`config.mk`:
```
export PLATFORM = sky130hd
export DESIGN_NAME = linea_serializer
export DESIGN_NICKNAME = d
export VERILOG_FILES = /design/src/rtl/linea_serializer.sv
export SDC_FILE = /design/constraint.sdc
export NUM_CORES = 1
export LEC_CHECK = 0
export BUFFER_PORTS_ARGS = -buffer_cell sky130_fd_sc_hd__buf_2
export CORE_MARGIN = 5
export CORE_UTILIZATION = 52
export CTS_BUF_LIST = sky130_fd_sc_hd__clkbuf_16
export DETAILED_ROUTE_END_ITERATION = 6
export PLACE_DENSITY = 0.85
export SLEW_MARGIN = 15
export SYNTH_ARGS = -nofsm -noshare
export SYNTH_HDL_FRONTEND = slang
export SYNTH_SLANG_ARGS = --single-unit
export TNS_END_PERCENT = 5
```
`constraint.sdc`:
```
create_clock -name clock -period 2.2 [get_ports clock]
set_input_delay 0.22 -clock clock [delete_from_list [all_inputs] [get_ports clock]]
set_output_delay 0.22 -clock clock [all_outputs]
set_load 0.02 [all_outputs]
```
`src/rtl/linea_serializer.sv`:
```
`default_nettype none
// ============================================================================
// Module   : linea_serializer
// Brief    : 2-entry queued parallel-to-serial feeder for the LINEA line,
//            MSB-first, with a programmable idle gap between words.
// Revision : 1.0 - initial release
// ============================================================================
module linea_serializer #(
    parameter int   WIDTH      = 8,
    parameter int   LW         = 4,
    parameter int   GAP        = 1,
    parameter logic IDLE_LEVEL = 1'b0,
    parameter int   CNT_W      = 16
) (
    input  logic             clock,
    input  logic             reset,
    input  logic             in_valid,
    output logic             in_ready,
    input  logic [WIDTH-1:0] in_data,
    input  logic [LW-1:0]    in_len,
    output logic             linea,
    output logic             linea_valid,
    output logic             busy,
    output logic [CNT_W-1:0] words_sent
);
    localparam int                 c_gap_w    = (GAP < 1) ? 1 : $clog2(GAP + 1);
    localparam bit                 c_has_gap  = (GAP > 0);
    localparam logic [c_gap_w-1:0] c_gap_init = c_gap_w'(GAP);
    localparam logic [c_gap_w-1:0] c_gap_one  = c_gap_w'(1);
    localparam logic [LW-1:0]      c_full_len = LW'(WIDTH);
    localparam logic [LW-1:0]      c_len_one  = LW'(1);

    localparam logic [1:0] c_st_idle  = 2'd0;
    localparam logic [1:0] c_st_shift = 2'd1;
    localparam logic [1:0] c_st_gap   = 2'd2;

    logic [1:0]         r_state;
    logic [1:0]         w_state_d;
    logic [WIDTH-1:0]   r_q_data [2];
    logic [LW-1:0]      r_q_len  [2];
    logic               r_wr_ptr;
    logic               r_rd_ptr;
    logic [1:0]         r_count;
    logic [WIDTH-1:0]   r_shreg;
    logic [LW-1:0]      r_bitcnt;
    logic [c_gap_w-1:0] r_gapcnt;
    logic               r_linea;
    logic               r_linea_valid;
    logic [CNT_W-1:0]   r_words_sent;
    logic               w_push;
    logic               w_load;
    logic               w_last_bit;
    logic               w_q_nonempty;
    logic               w_linea_d;
    logic               w_linea_valid_d;
    logic [LW-1:0]      w_push_len;

    assign in_ready     = (r_count != 2'd2) && !reset;
    assign w_push       = in_valid && in_ready;
    assign w_q_nonempty = (r_count != 2'd0);
    // Lengths are normalised on entry so the shifter only ever sees 1..WIDTH.
    assign w_push_len   = (in_len == '0 || in_len > c_full_len) ? c_full_len : in_len;

    assign linea       = r_linea;
    assign linea_valid = r_linea_valid;
    assign busy        = (r_state != c_st_idle) || w_q_nonempty;
    assign words_sent  = r_words_sent;

    always_ff @(posedge clock) begin
        if (reset) begin
            r_wr_ptr <= 1'b0;
            r_rd_ptr <= 1'b0;
            r_count  <= 2'd0;
        end else begin
            if (w_push) r_wr_ptr <= ~r_wr_ptr;
            if (w_load) r_rd_ptr <= ~r_rd_ptr;
            case ({w_push, w_load})
                2'b10:   r_count <= r_count + 2'd1;
                2'b01:   r_count <= r_count - 2'd1;
                default: r_count <= r_count;
            endcase
        end
    end

    always_ff @(posedge clock) begin
        if (w_push) begin
            r_q_data[r_wr_ptr] <= in_data;
            r_q_len[r_wr_ptr]  <= w_push_len;
        end
    end

    always_ff @(posedge clock) begin
        if (reset) r_state <= c_st_idle;
        else       r_state <= w_state_d;
    end

    always_comb begin
        w_state_d  = r_state;
        w_load     = 1'b0;
        w_last_bit = 1'b0;
        case (r_state)
            c_st_idle: begin
                if (w_q_nonempty) begin
                    w_load    = 1'b1;
                    w_state_d = c_st_shift;
                end
            end
            c_st_shift: begin
                if (r_bitcnt <= c_len_one) begin
                    w_last_bit = 1'b1;
                    if (c_has_gap) begin
                        w_state_d = c_st_gap;
                    end else if (w_q_nonempty) begin
                        w_load    = 1'b1;
                        w_state_d = c_st_shift;
                    end else begin
                        w_state_d = c_st_idle;
                    end
                end
            end
            c_st_gap: begin
                if (r_gapcnt <= c_gap_one) begin
                    if (w_q_nonempty) begin
                        w_load    = 1'b1;
                        w_state_d = c_st_shift;
                    end else begin
                        w_state_d = c_st_idle;
                    end
                end
            end
            default: w_state_d = c_st_idle;
        endcase
    end

    always_comb begin
        w_linea_d       = IDLE_LEVEL;
        w_linea_valid_d = 1'b0;
        if (r_state == c_st_shift) begin
            w_linea_d       = r_shreg[WIDTH-1];
            w_linea_valid_d = 1'b1;
        end
    end

    always_ff @(posedge clock) begin
        if (reset) begin
            r_linea       <= IDLE_LEVEL;
            r_linea_valid <= 1'b0;
            r_shreg       <= '0;
            r_bitcnt      <= '0;
            r_gapcnt      <= '0;
            r_words_sent  <= '0;
        end else begin
            r_linea       <= w_linea_d;
            r_linea_valid <= w_linea_valid_d;
            // A load on the last bit overrides the shift so words run back-to-back.
            if (w_load) begin
                r_shreg  <= r_q_data[r_rd_ptr];
                r_bitcnt <= r_q_len[r_rd_ptr];
            end else if (r_state == c_st_shift) begin
                r_shreg  <= r_shreg << 1;
                r_bitcnt <= r_bitcnt - c_len_one;
            end
            if (w_last_bit && c_has_gap) begin
                r_gapcnt <= c_gap_init;
            end else if (r_state == c_st_gap) begin
                r_gapcnt <= r_gapcnt - c_gap_one;
            end
            if (w_last_bit && (r_words_sent != '1)) begin
                r_words_sent <= r_words_sent + 1'b1;
            end
        end
    end
endmodule
`default_nettype wire

```
Word level (Yosys, flattened, before mapping)

Memory sizes are Yosys's and may differ from the RTL's. A register that Yosys moved wholly into a read port is not among the register bits.
Index checks and enable logic that the tools add are counted.
Widths: inputs -> output; s select.

Bits in registers: 37
Bits in writable memories: 24
Output and inout bits: 20
Memories: 2

Memory list:

| name     | depth | bits a word | read ports | clocked after Yosys merged registers in | wr ports | RTL line | text |
|---|---|---|---|---|---|---|---|
| r_q_data | 2     | 8           | 1          | 1                                       | 1        | 39       | `logic [WIDTH-1:0] r_q_data [2];` |
| r_q_len  | 2     | 4           | 1          | 1                                       | 1        | 40       | `logic [LW-1:0] r_q_len [2];` |

$add $sub $neg: 5
Order comparisons: 3
Equal/unequal tests: 9
Mux-type cells: 25
Bitwise gates (word level): 3
Reductions and logical operators: 15

Operators by type and width:

| operator              | number |
|---|---|
| $add 16x1->16 const B | 1 |
| $mux 8                | 2 |
| $ne 16x16->1 const B  | 1 |
| $mux 1                | 14 |
| $mux 4                | 3 |
| $reduce_bool 2->1     | 5 |
| $ne 2x2->1 const B    | 4 |
| $mux 2                | 3 |
| $pmux 2 s3            | 1 |
| $eq 2x1->1 const B    | 2 |
| $eq 2x2->1 const B    | 2 |
| $gt 4x4->1 const B    | 1 |
| $le 4x1->1 const B    | 1 |
| $logic_not 4->1       | 1 |
| $pmux 2 s2            | 1 |
| $sub 4x1->4 const B   | 1 |
| $logic_and 1x1->1     | 3 |
| $not 1->1             | 3 |
| $reduce_and 3->1      | 1 |
| $add 2x1->2 const B   | 1 |
| $logic_not 2->1       | 1 |
| $logic_or 1x1->1      | 2 |
| $pmux 1 s2            | 1 |
| $reduce_or 2->1       | 1 |
| 4 further kinds       | 4 |

Depth between registers and ports, before layout

Gate-level depths: netlist of run 1.

Word-level depth: 6
Depth in mapped cells: 7
Gate-level depth less buffers: 6

Least setup slack after synthesis of run 1

Ideal clock, no wire load.

Kind: reg2reg
Start point: register r_words_sent[5] (netlist: words_sent[5])
End point: register r_words_sent[13] (netlist: words_sent[13])
Setup time: 0.121 ns
Data arrival time: 1.675 ns
Path slack: 0.404 ns
Stages on the path, launching flop included: 5
Path buffers: 0
Clock period less this slack: 1.796 ns
Path through: dfxtp_1 nand4_4 or2_4 nor4_1 mux2_2

Word-level cells in the longest chain between the ends: 2

RTL lines:

| element                                               | RTL line | text |
|---|---|---|
| start: declaration                                    | 49       | `logic [CNT_W-1:0] r_words_sent;` |
| start signal: assignment                              | 169      | `r_words_sent <= r_words_sent + 1'b1;` |
| branches (longest 2 deep; another with $add 16x1->16) | --       |  |

Several ways; the timed one is not identified.
A chain may end at the register's enable or synchronous reset.

Worst setup path in the final report of run 1

Start point: register r_words_sent[0] (netlist: words_sent[0])
End point: register r_words_sent[4] (netlist: words_sent[4])

The elaborated chain is that of the path after synthesis.

==> results of run 1 <==
-- how the worst min path moves through the flow --
stage | end | slack, ns | cells after the start
5_1_grt | r_q_data[0][6] | 0.06 | 1
2_1_floorplan | r_q_data[0][0] | 0.32 | 0
4_1_cts | r_q_data[0][6] | 0.07 | 1
3_5_place_dp | r_q_data[1][6] | 0.41 | 1
3_3_place_gp | r_q_data[0][1] | 0.41 | 1
6_report | r_q_data[1][6] | 0.08 | 1
-- cell usage in the layout, fill, tap and decap left out, types with 2 or more instances in the layout --
cell and count:
mux2_2 2, a211oi_1 6, nand2_1 5, or4_1 9, nand4_1 2, o31ai_1 9, buf_4 4, ha_1 4
nor3_1 4, bufinv_16 2, nand3b_1 2, nor2_1 31, nor4_1 5, mux2i_1 10, buf_2 34, or3_1 3
o21ai_0 5, edfxtp_1 24, a31oi_1 2, a221oi_1 7, a21oi_1 15, xor2_1 2, dfxtp_1 37, clkbuf_16 9
nor2b_1 8, and3_1 2, clkinv_4 2, xnor2_1 5, inv_1 9, nand3_1 4
-- cells in the mapped netlist, drive strengths merged (2+ instances only) --
cell type  count
mux2           2
mux2i         10
nand4b         2
and3           2
and4           2
o31ai          9
or2            2
a21oi         15
edfxtp        24
nor4           6
dfxtp         37
clkbuf         6
nor3           4
buf            4
a221oi         7
nor2b          8
a31oi          2
xnor2          5
nor2          31
ha             4
a211oi         6
nand4          4
o21ai          5
or3            4
nand3          4
or4            9
nand2          5
inv            8
xor2           2
nand3b         2
-- per-stage QoR --
stage / utilization, % / power, mW
floorplan: - / 2.264
finish: 66.29 / 3.946
global route: 66.29 / 4.162
global placement: 59.69 / 2.473
CTS: 66.29 / 3.979
detailed placement: 59.69 / 2.497
-- sequential cells by signal, summed over array words and instances, names as in the netlist, named ones only --
register / cells
linea: 1
r_rd_ptr: 1
r_state: 2
r_q_data: 16
words_sent: 16
r_shreg: 8
r_bitcnt: 4
r_q_len: 8
r_count: 2
linea_valid: 1
r_wr_ptr: 1
-- where the power goes --
group	switching (mW)	internal, mW
combinational	0.558	0.410
sequential	0.156	1.36
clock	0.475	0.985
-- critical path, cell delays in order, from the launching register on --
cell and delay [ns]:
dfxtp_1 0.39, ha_1 0.18, and3_1 0.21, nand4b_1 0.33, or3_2 0.52, a21oi_1 0.14
-- area by class of cell --
cell class	instances	share of cell area [%]
flip-flops and latches	61	45.77
multi-input cells	160	34.44
clock buffers	9	7.053
repair buffers	38	6.270
clock inverters	7	2.900
well taps	67	2.625
inverters	8	0.9404
-- cell families after synthesis --
group | Yosys count | synth area share, %
xor gates and xnor gates | 7 | 2.330
and+or+nand+nor | 87 | 20.26
muxes | 12 | 4.660
DFF | 61 | 55.54
AOI/OAI and AO/OA | 50 | 12.65
buffers and inverters | 18 | 2.663
adders and majority gates | 4 | 1.902
-- per-layer routing --
layer  routed length (um)  share of wire [%]  up-vias  track usage (%)
li1                     -                  -      983                -
met1                 2130                 44      938            18.16
met2                 2348                 48       52            26.85
met3                  291                6.0        8            6.430
met4                   81                1.7        0            8.953
met5                    0                  0        -                0
==> impl_metrics.csv, run 1 <==
group,metric,value,unit
clock_tree,h-tree-depth,3,
placement,dp_cells,334,
synth,yosysTopAreaCellShare,28.15,%
clock_tree,cts_buffers,9,
critical_path,cp.arrival,2.09,ns
timing,slew_headroom,33.21,%
detailed_routing,num_vias,1981,
worst_hold_path,hold_class,"in -> reg",
final_layout,stdcell_count,350,
critical_path,r2r_cells,5,
clock_tree,clk_path_buf_depth,2,
placement,dp_hpwl,3.276,mm
die,coreArea,4817,um^2
grt,first_global_vias,1849,
detailed_routing,viasPerCell,5.660,
pwr,power.density,1236,nW/um^2
critical_path,start_kind,"register",
detailed_routing,routedWlPerCell,13.86,um
timing,fin_ws,0.3622,ns
grt,antenna_found_initial,0,
detailed_routing,ant_nets,0,
synth,ys_ff_latch,61,
detailed_routing,first_iter_violations,86,
synth,syn_area,2631,um^2
final_layout,multi_input_area,1100,um^2
worst_hold_path,min_from,"in_data[6]",
grt,grt-ovfl-total,0,
final_layout,drive_above_1_share,22.26,%
placement,pre_cts_ws,0.3167,ns
detailed_routing,drtPass1Iterations,4,
grt,grt_pass1_wl,8.038,mm
timing,setup_viol,0,
outcome,status,"finished, final reports clean",
die,die_w,81.14,um
critical_path,cp-endpoint,"words_sent[4]",
critical_path,crit_start,"words_sent[0]",
timing,fin_worst_skew,0.006541,ns
clock_tree,cts_sinks,61,
timing,period_share,83.54,%
final_layout,design_area,3193,um^2
critical_path,critPathKind,"reg -> reg",
clock_tree,cts_tree,"yes",
synth,yosys.cell_types.count,46,
grt,track_usage,16.36,%
die,rows,25,
synth,postSynthCellCount,239,
synth,synthFlopType,"dfxtp_1",
job,maxCapViolations,0,
synth,yosysSeqAreaShare,55.54,%
grt,grt_max_degree,39,
critical_path,worstSetupEndpointType,"register",
final_layout,fill_cells,390,
critical_path,r2r_end,"words_sent[4]",
pwr,p_leak,1.218,nW
synth,postSynthAreaPerCell,11.01,um^2
timing,fin_crit,1.838,ns
clock_tree,cts_hold_buffers,0,
placement,gp_congestion,0.8464,
critical_path,worst_ep_required_time,2.45,ns
synth,synth-edff-count,24,
timing,fmax,544.1,MHz
final_layout,diodes,0,
synth,yosys_warnings,0,
placement,io_buffers,34,
critical_path,timing.rr.start,"words_sent[0]",
clock_tree,clk_pin_slew,0.05,ns
final_layout,area_growth,21.35,%
clock_tree,clockRootBuffer,"clkbuf_16",
synth,syn-num-nets,258,
die,io_pins,35,
timing,finalSetupTns,0,ns
placement,placed_cell_area,2875,um^2
timing,slew_viol_final,0,
detailed_routing,drt_drc_violations_left,0,
final_layout,fin_nets,297,
synth,synth.largest_area_cell,"dfxtp_1",
pwr,irDropWorstVdd,0.7333,mV
timing,worst-slew-pin-transition,0.9982,ns
die,start_util,54.62,%
critical_path,worstPathMaxFanout,11,
clock_tree,clkLatencyLatePin,0.33,ns
synth,async_flop_share,0,%
timing,hold_viol,0,
clock_tree,cts-resized-gates,0,
die,dieArea,6583,um^2
synth,synth.area.top_cells,"dfxtp_1 28%, edfxtp_1 27%, nor2_1 4.4%",
timing,whs,0.07977,ns
critical_path,r2r_setup_slack,0.36,ns
clock_tree,cts_setup_buffers,0,
die,die_y,81.14,um
detailed_routing,wl,4.851,mm
timing,rsz0062_at_grt,"false",
final_layout,seqCellArea,1461,um^2
No activity file was read; power rests on OpenSTA's default activity.
==> inputs of run 2 (changes only) <==
clock period = 1.8 ns   (was 2.2 ns; I/O delays follow)
==> run 2 against run 1 <==
Net effect: total power grew 24%; critical path depth shrank 1; flip-flop and latch count is the same; worst hold slack lost 0.034 ns; die area is the same; combinational power grew 32%; design area grew 4.7%; sequential share of layout area shrank 2.0 points.
==> impl_metrics.csv, run 2 (synthesis results as in run 1) <==
group,metric,value,unit
detailed_routing,viasPerCell,5.575,
clock_tree,clkLatencyLatePin,0.32,ns
timing,slew_headroom,62.15,%
timing,fmax,588.5,MHz
final_layout,area_growth,27.01,%
timing,fin_ws,0.1007,ns
timing,whs,0.04594,ns
clock_tree,cts_hold_buffers,0,
timing,fin_worst_skew,0.005251,ns
placement,pre_cts_ws,0.01700,ns
clock_tree,cts_setup_buffers,0,
timing,period_share,94.41,%
critical_path,crit_buf_inv,0,
critical_path,worstPathCellList,"nand4_4, or2_4, nor4_2, mux2_2",
worst_hold_path,min_to,"r_q_data[0][2]",
critical_path,crit_slowest_cell,"dfxtp_1",
timing,worst-slew-pin-transition,0.5670,ns
critical_path,worst_ep_required_time,2.01,ns
clock_tree,clk_pin_slew,0.05,ns
die,rows,25,
grt,antenna_found_initial,0,
die,coreArea,4817,um^2
placement,dp_hpwl,3.588,mm
pwr,power_switching,1.468,mW
timing,fin_crit,1.699,ns
final_layout,final_common_cell,"dfxtp_1",
critical_path,critPathMaxStageDelay,0.45,ns
detailed_routing,routedWlPerCell,14.43,um
critical_path,r2r_cells,4,
placement,gp_congestion,0.8755,
pwr,seq_power_share,38.0,%
worst_hold_path,holdPathStages,1,
outcome,status,"finished, final reports clean",
final_layout,final_cell_mix,"35 x dfxtp_1, 34 x buf_2, 31 x nor2_1, 24 x edfxtp_1, 21 x buf_4",
pwr,internal_power,3.408,mW
grt,first_global_vias,2077,
grt,grt-ovfl-total,0,
placement,io_buffers,34,
critical_path,r2r_end,"words_sent[13]",
clock_tree,clockRootBuffer,"clkbuf_16",
job,maxCapViolations,0,
detailed_routing,drt_drc_violations_left,0,
grt,grt_pass1_wl,9.170,mm
worst_hold_path,min_from,"in_data[2]",
timing,hold_viol,0,
critical_path,worstSetupEndpointType,"register",
final_layout,drive_above_1_share,28.67,%
critical_path,r2r_setup_slack,0.10,ns
critical_path,start_kind,"register",
timing,finalSetupTns,0,ns
pwr,pwr-share-clk,35.8,%
final_layout,diodes,0,
clock_tree,cts-resized-gates,0,
grt,grt_max_degree,39,
die,io_pins,35,
critical_path,critPathKind,"reg -> reg",
detailed_routing,first_iter_violations,84,
critical_path,path_delay_family,"simple AND/OR/NAND/NOR gates",
grt,track_usage,18.61,%
pwr,power.share.switching,30.10,%
clock_tree,cts_buffers,9,
detailed_routing,ant_nets,0,
die,die_y,81.14,um
clock_tree,cts_sinks,61,
critical_path,worstPathMaxFanout,6,
clock_tree,cts_tree,"yes",
pwr,irDropWorstVdd,1.031,mV
clock_tree,clk_path_buf_depth,2,
die,die_w,81.14,um
die,dieArea,6583,um^2
pwr,power.density,1459,nW/um^2
pwr,p_leak,1.311,nW
clock_tree,h-tree-depth,3,
timing,setup_viol,0,
final_layout,fill_cells,383,
die,start_util,54.62,%
detailed_routing,num_vias,2046,
pwr,comb_power_share,26.2,%
critical_path,timing.rr.start,"words_sent[6]",
worst_hold_path,hold_class,"in -> reg",
detailed_routing,drtPass1Iterations,4,
final_layout,fin_nets,314,
detailed_routing,wl,5.294,mm
critical_path,cp.arrival,1.91,ns
timing,slew_viol_final,0,
## run 2: cell types whose count changed in the layout (fill, tap and decap cells not counted), sizes merged
| cell | delta |
|---|---|
| clkinv | -1 |
| inv | +1 |
| buf | +17 |
## run 2: worst max-delay path by stage
stage	startpoint	to	slack (ns)	cells after the start
CTS	r_bitcnt[0]	words_sent[15]	0.01	6
floorplan	words_sent[5]	words_sent[13]	0.004	4
detailed placement	r_bitcnt[0]	words_sent[15]	0.02	6
global placement	r_bitcnt[0]	words_sent[15]	0.06	6
global route	words_sent[12]	words_sent[13]	-0.007	4
finish	words_sent[6]	words_sent[13]	0.10	4
## run 2: power groups by stage
stage | clock network [mW] | registers, mW | logic (mW)
after detailed placement | 0 | 1.87 | 1.23
after global placement | 0 | 1.86 | 1.19
final | 1.75 | 1.85 | 1.28
after floorplan | 0 | 1.80 | 0.962
after CTS | 1.78 | 1.85 | 1.26
after global routing | 1.87 | 1.88 | 1.44
## run 2: layout make-up
cell class	instances	area (um^2)	area share, %
Clock inverter	7	83.83	2.508
Timing Repair Buffer	55	327.8	9.809
Inverter	8	30.03	0.8985
Multi-Input combinational cell	160	1127	33.73
Clock buffer	9	225.2	6.739
Tap cell	67	83.83	2.508
Sequential cell	61	1464	43.80
## run 2: stage by stage
stage / power (mW) / cell area [um^2] / util (%) / std cells
final: 4.876 / 3342 / 69.38 / 367
after CTS: 4.891 / 3312 / 68.75 / 367
after detailed placement: 3.104 / 3003 / 62.34 / 351
after global placement: 3.043 / 3003 / 62.34 / 351
after global routing: 5.183 / 3342 / 69.38 / 367
after floorplan: 2.767 / 2631 / - / 239
## run 2: per-layer routing
layer	vias to the layer above	global-route usage [%]	wire (um)
met5	-	0	0
met4	0	6.419	74
met3	8	7.871	288
met2	49	31.94	2737
met1	977	20.68	2194
li1	1012	-	-
==> inputs of run 3 (changes only) <==
ABC_AREA = 1   (was default)
CORE_UTILIZATION = 35   (was 52)
PLACE_DENSITY = 0.65   (was 0.85)
==> run 3 against run 2 <==
Net effect: register-to-register slack better by 0.06 ns; area after synthesis is 6.7% higher; first-iteration DRC count rose by 25%; sequential share of layout area shrank 1.7 points; worst hold slack lost 0.0071 ns; clock skew is 0.00095 ns lower; wire length increased by 3.5%; synthesized cell count rose by 43%; cell count up 35%; largest cell class unchanged; global-route usage decreased by 6.6 points.
==> impl_metrics.csv, run 3 <==
group,metric,value,unit
die,die_y,99.55,um
critical_path,timing.rr.start,"words_sent[0]",
synth,async_flop_share,0,%
critical_path,worst_ep_required_time,2.06,ns
final_layout,final_cell_mix,"108 x nand2_1, 39 x nor2_1, 37 x dfxtp_1, 34 x buf_2, 31 x inv_1",
synth,syn-num-nets,360,
detailed_routing,drt_drc_violations_left,0,
final_layout,drive_above_1_share,20.81,%
critical_path,r2r_cells,8,
timing,setup_viol,0,
final_layout,seqCellArea,1461,um^2
detailed_routing,wl,5.478,mm
die,io_pins,35,
final_layout,fin_nets,408,
placement,gp_congestion,0.7887,
final_layout,design_area,3471,um^2
critical_path,worstPathCellList,"ha_1, nand2_1, nor2_4, nand2_4, buf_4, o21ai_4, nand2_1, a21oi_1",
timing,hold_viol,0,
die,start_util,36.13,%
timing,fin_worst_skew,0.004304,ns
synth,yosysMostFrequentCell,"nand2_1",
critical_path,path_delay_family,"compound AO/OA/AOI/OAI gates",
detailed_routing,first_iter_violations,105,
synth,yosys.cell_types.count,31,
timing,period_share,91.00,%
final_layout,fill_cells,784,
timing,slew_headroom,64.04,%
critical_path,critPathKind,"reg -> reg",
outcome,status,"finished, final reports clean",
final_layout,area_growth,23.67,%
clock_tree,cts_buffers,9,
final_layout,multi_input_area,1167,um^2
critical_path,path_common_cell,"nand2_1",
die,coreArea,7767,um^2
clock_tree,clk_path_buf_depth,2,
clock_tree,clk_pin_slew,0.06,ns
critical_path,crit_buf_inv,1,
die,die_w,99.55,um
timing,worst-slew-pin-transition,0.5388,ns
synth,postSynthCellCount,341,
synth,synth-edff-count,24,
grt,first_global_vias,2138,
job,maxCapViolations,0,
synth,yosysSeqAreaShare,52.07,%
pwr,irDropWorstVdd,0.7209,mV
grt,grt_pass1_wl,9.487,mm
worst_hold_path,min_to,"r_q_data[0][2]",
final_layout,final_core_util,44.68,%
detailed_routing,viasPerCell,4.524,
grt,grt_max_degree,21,
synth,ys_ff_latch,61,
clock_tree,cts_hold_buffers,0,
critical_path,crit_slowest_cell,"dfxtp_1",
clock_tree,cts_tree,"yes",
critical_path,cp.arrival,1.89,ns
critical_path,r2r_end,"words_sent[10]",
clock_tree,clockRootBuffer,"clkbuf_16",
timing,slew_viol_final,0,
worst_hold_path,min_from,"in_data[2]",
placement,io_buffers,34,
timing,fin_crit,1.638,ns
detailed_routing,drtPass1Iterations,4,
die,dieArea,9909,um^2
timing,rsz0062_at_grt,"false",
pwr,p_leak,1.444,nW
clock_tree,h-tree-depth,3,
detailed_routing,num_vias,2244,
grt,track_usage,12.02,%
detailed_routing,ant_nets,0,
placement,dp_hpwl,3.829,mm
timing,fmax,610.5,MHz
synth,synth.largest_area_cell,"dfxtp_1",
synth,synth_common_cells,"108 x nand2_1, 39 x nor2_1, 37 x dfxtp_1",
grt,antenna_found_initial,0,
synth,yosys_warnings,0,
clock_tree,clkLatencyLatePin,0.32,ns
synth,postSynthAreaPerCell,8.230,um^2
synth,yosysTopAreaCellShare,26.39,%
die,rows,32,
final_layout,final_common_cell,"nand2_1",
final_layout,diodes,0,
critical_path,r2r_setup_slack,0.16,ns
pwr,power.density,1485,nW/um^2
detailed_routing,routedWlPerCell,11.04,um
synth,syn_area,2806,um^2
critical_path,worstPathMaxFanout,10,
synth,synth.area.top_cells,"dfxtp_1 26%, edfxtp_1 26%, nand2_1 14%",
placement,placed_cell_area,3143,um^2
clock_tree,cts_sinks,61,
grt,grt-ovfl-total,0,
synth,synthFlopType,"dfxtp_1",
critical_path,critPathMaxStageDelay,0.38,ns
critical_path,worstSetupEndpointType,"register",
critical_path,start_kind,"register",
worst_hold_path,holdPathStages,1,
worst_hold_path,hold_class,"in -> reg",
run 3: report_power, final:
group          switching, mW  internal [mW]
logic                  0.974          0.526
clock network          0.628           1.21
registers              0.133           1.68
run 3: metrics by stage:
| stage | power (mW) | setup TNS [ns] | hold slack [ns] | cells | worst slack [ns] |
|---|---|---|---|---|---|
| 6_report | 5.154 | 0 | 0.03886 | 496 | 0.1619 |
| 4_1_cts | 5.216 | 0 | 0.02094 | 496 | 0.1423 |
| 2_1_floorplan | 2.947 | -3.527 | 0.2789 | 341 | -0.1470 |
| 5_1_grt | 5.502 | 0 | 0.03101 | 496 | 0.004857 |
| 3_5_place_dp | 3.338 | -0.2403 | 0.3707 | 480 | -0.06830 |
| 3_3_place_gp | 3.304 | -0.03066 | 0.3675 | 480 | -0.03066 |
run 3: logic make-up (layout without fill, tap and decap cells):
family,Yosys count,in the layout,share of synthesized area [%]
buf+inv,43,96,6.509
flops,61,61,52.07
fa+ha+maj,4,4,1.783
mux,1,1,0.3567
compound gates,47,47,9.809
simple gates,180,180,27.91
xor+xnor,5,5,1.561
run 3: what timing repair did:
item / in CTS / in global routing
setup endpoints to repair: 13 / 0
gates resized for setup: 1 / 0
hold endpoints to repair: 0 / 0
setup buffers: 0 / 0
run 3: layout make-up:
| type | count | share of cell area, % |
|---|---|---|
| Inverter | 33 | 3.569 |
| Sequential cell | 61 | 42.11 |
| Timing Repair Buffer | 47 | 7.714 |
| Clock buffer | 9 | 6.489 |
| Tap cell | 102 | 3.677 |
| Clock inverter | 7 | 2.812 |
| Multi-Input combinational cell | 237 | 33.63 |
run 3: worst max path at each step:
| stage | from | to | slack (ns) | cells after the start |
|---|---|---|---|---|
| after floorplan | r_count[0] | r_q_data[0][0] | -0.15 | 4 |
| after global placement | words_sent[0] | words_sent[14] | -0.03 | 9 |
| after detailed placement | words_sent[0] | words_sent[14] | -0.07 | 9 |
| after CTS | words_sent[0] | words_sent[10] | 0.14 | 8 |
| after global routing | words_sent[0] | words_sent[10] | 0.005 | 8 |
| final | words_sent[0] | words_sent[10] | 0.16 | 8 |
run 3: metal layers:
| metal | up-vias | share of wire, % | GRT usage (%) | wire length [um] |
|---|---|---|---|---|
| met5 | - | 0 | 0 | 0 |
| met4 | 0 | 1.0 | 3.992 | 55 |
| met3 | 6 | 6.9 | 5.400 | 378 |
| met2 | 49 | 45 | 19.73 | 2446 |
| met1 | 996 | 47 | 14.00 | 2598 |
| li1 | 1193 | - | - | - |
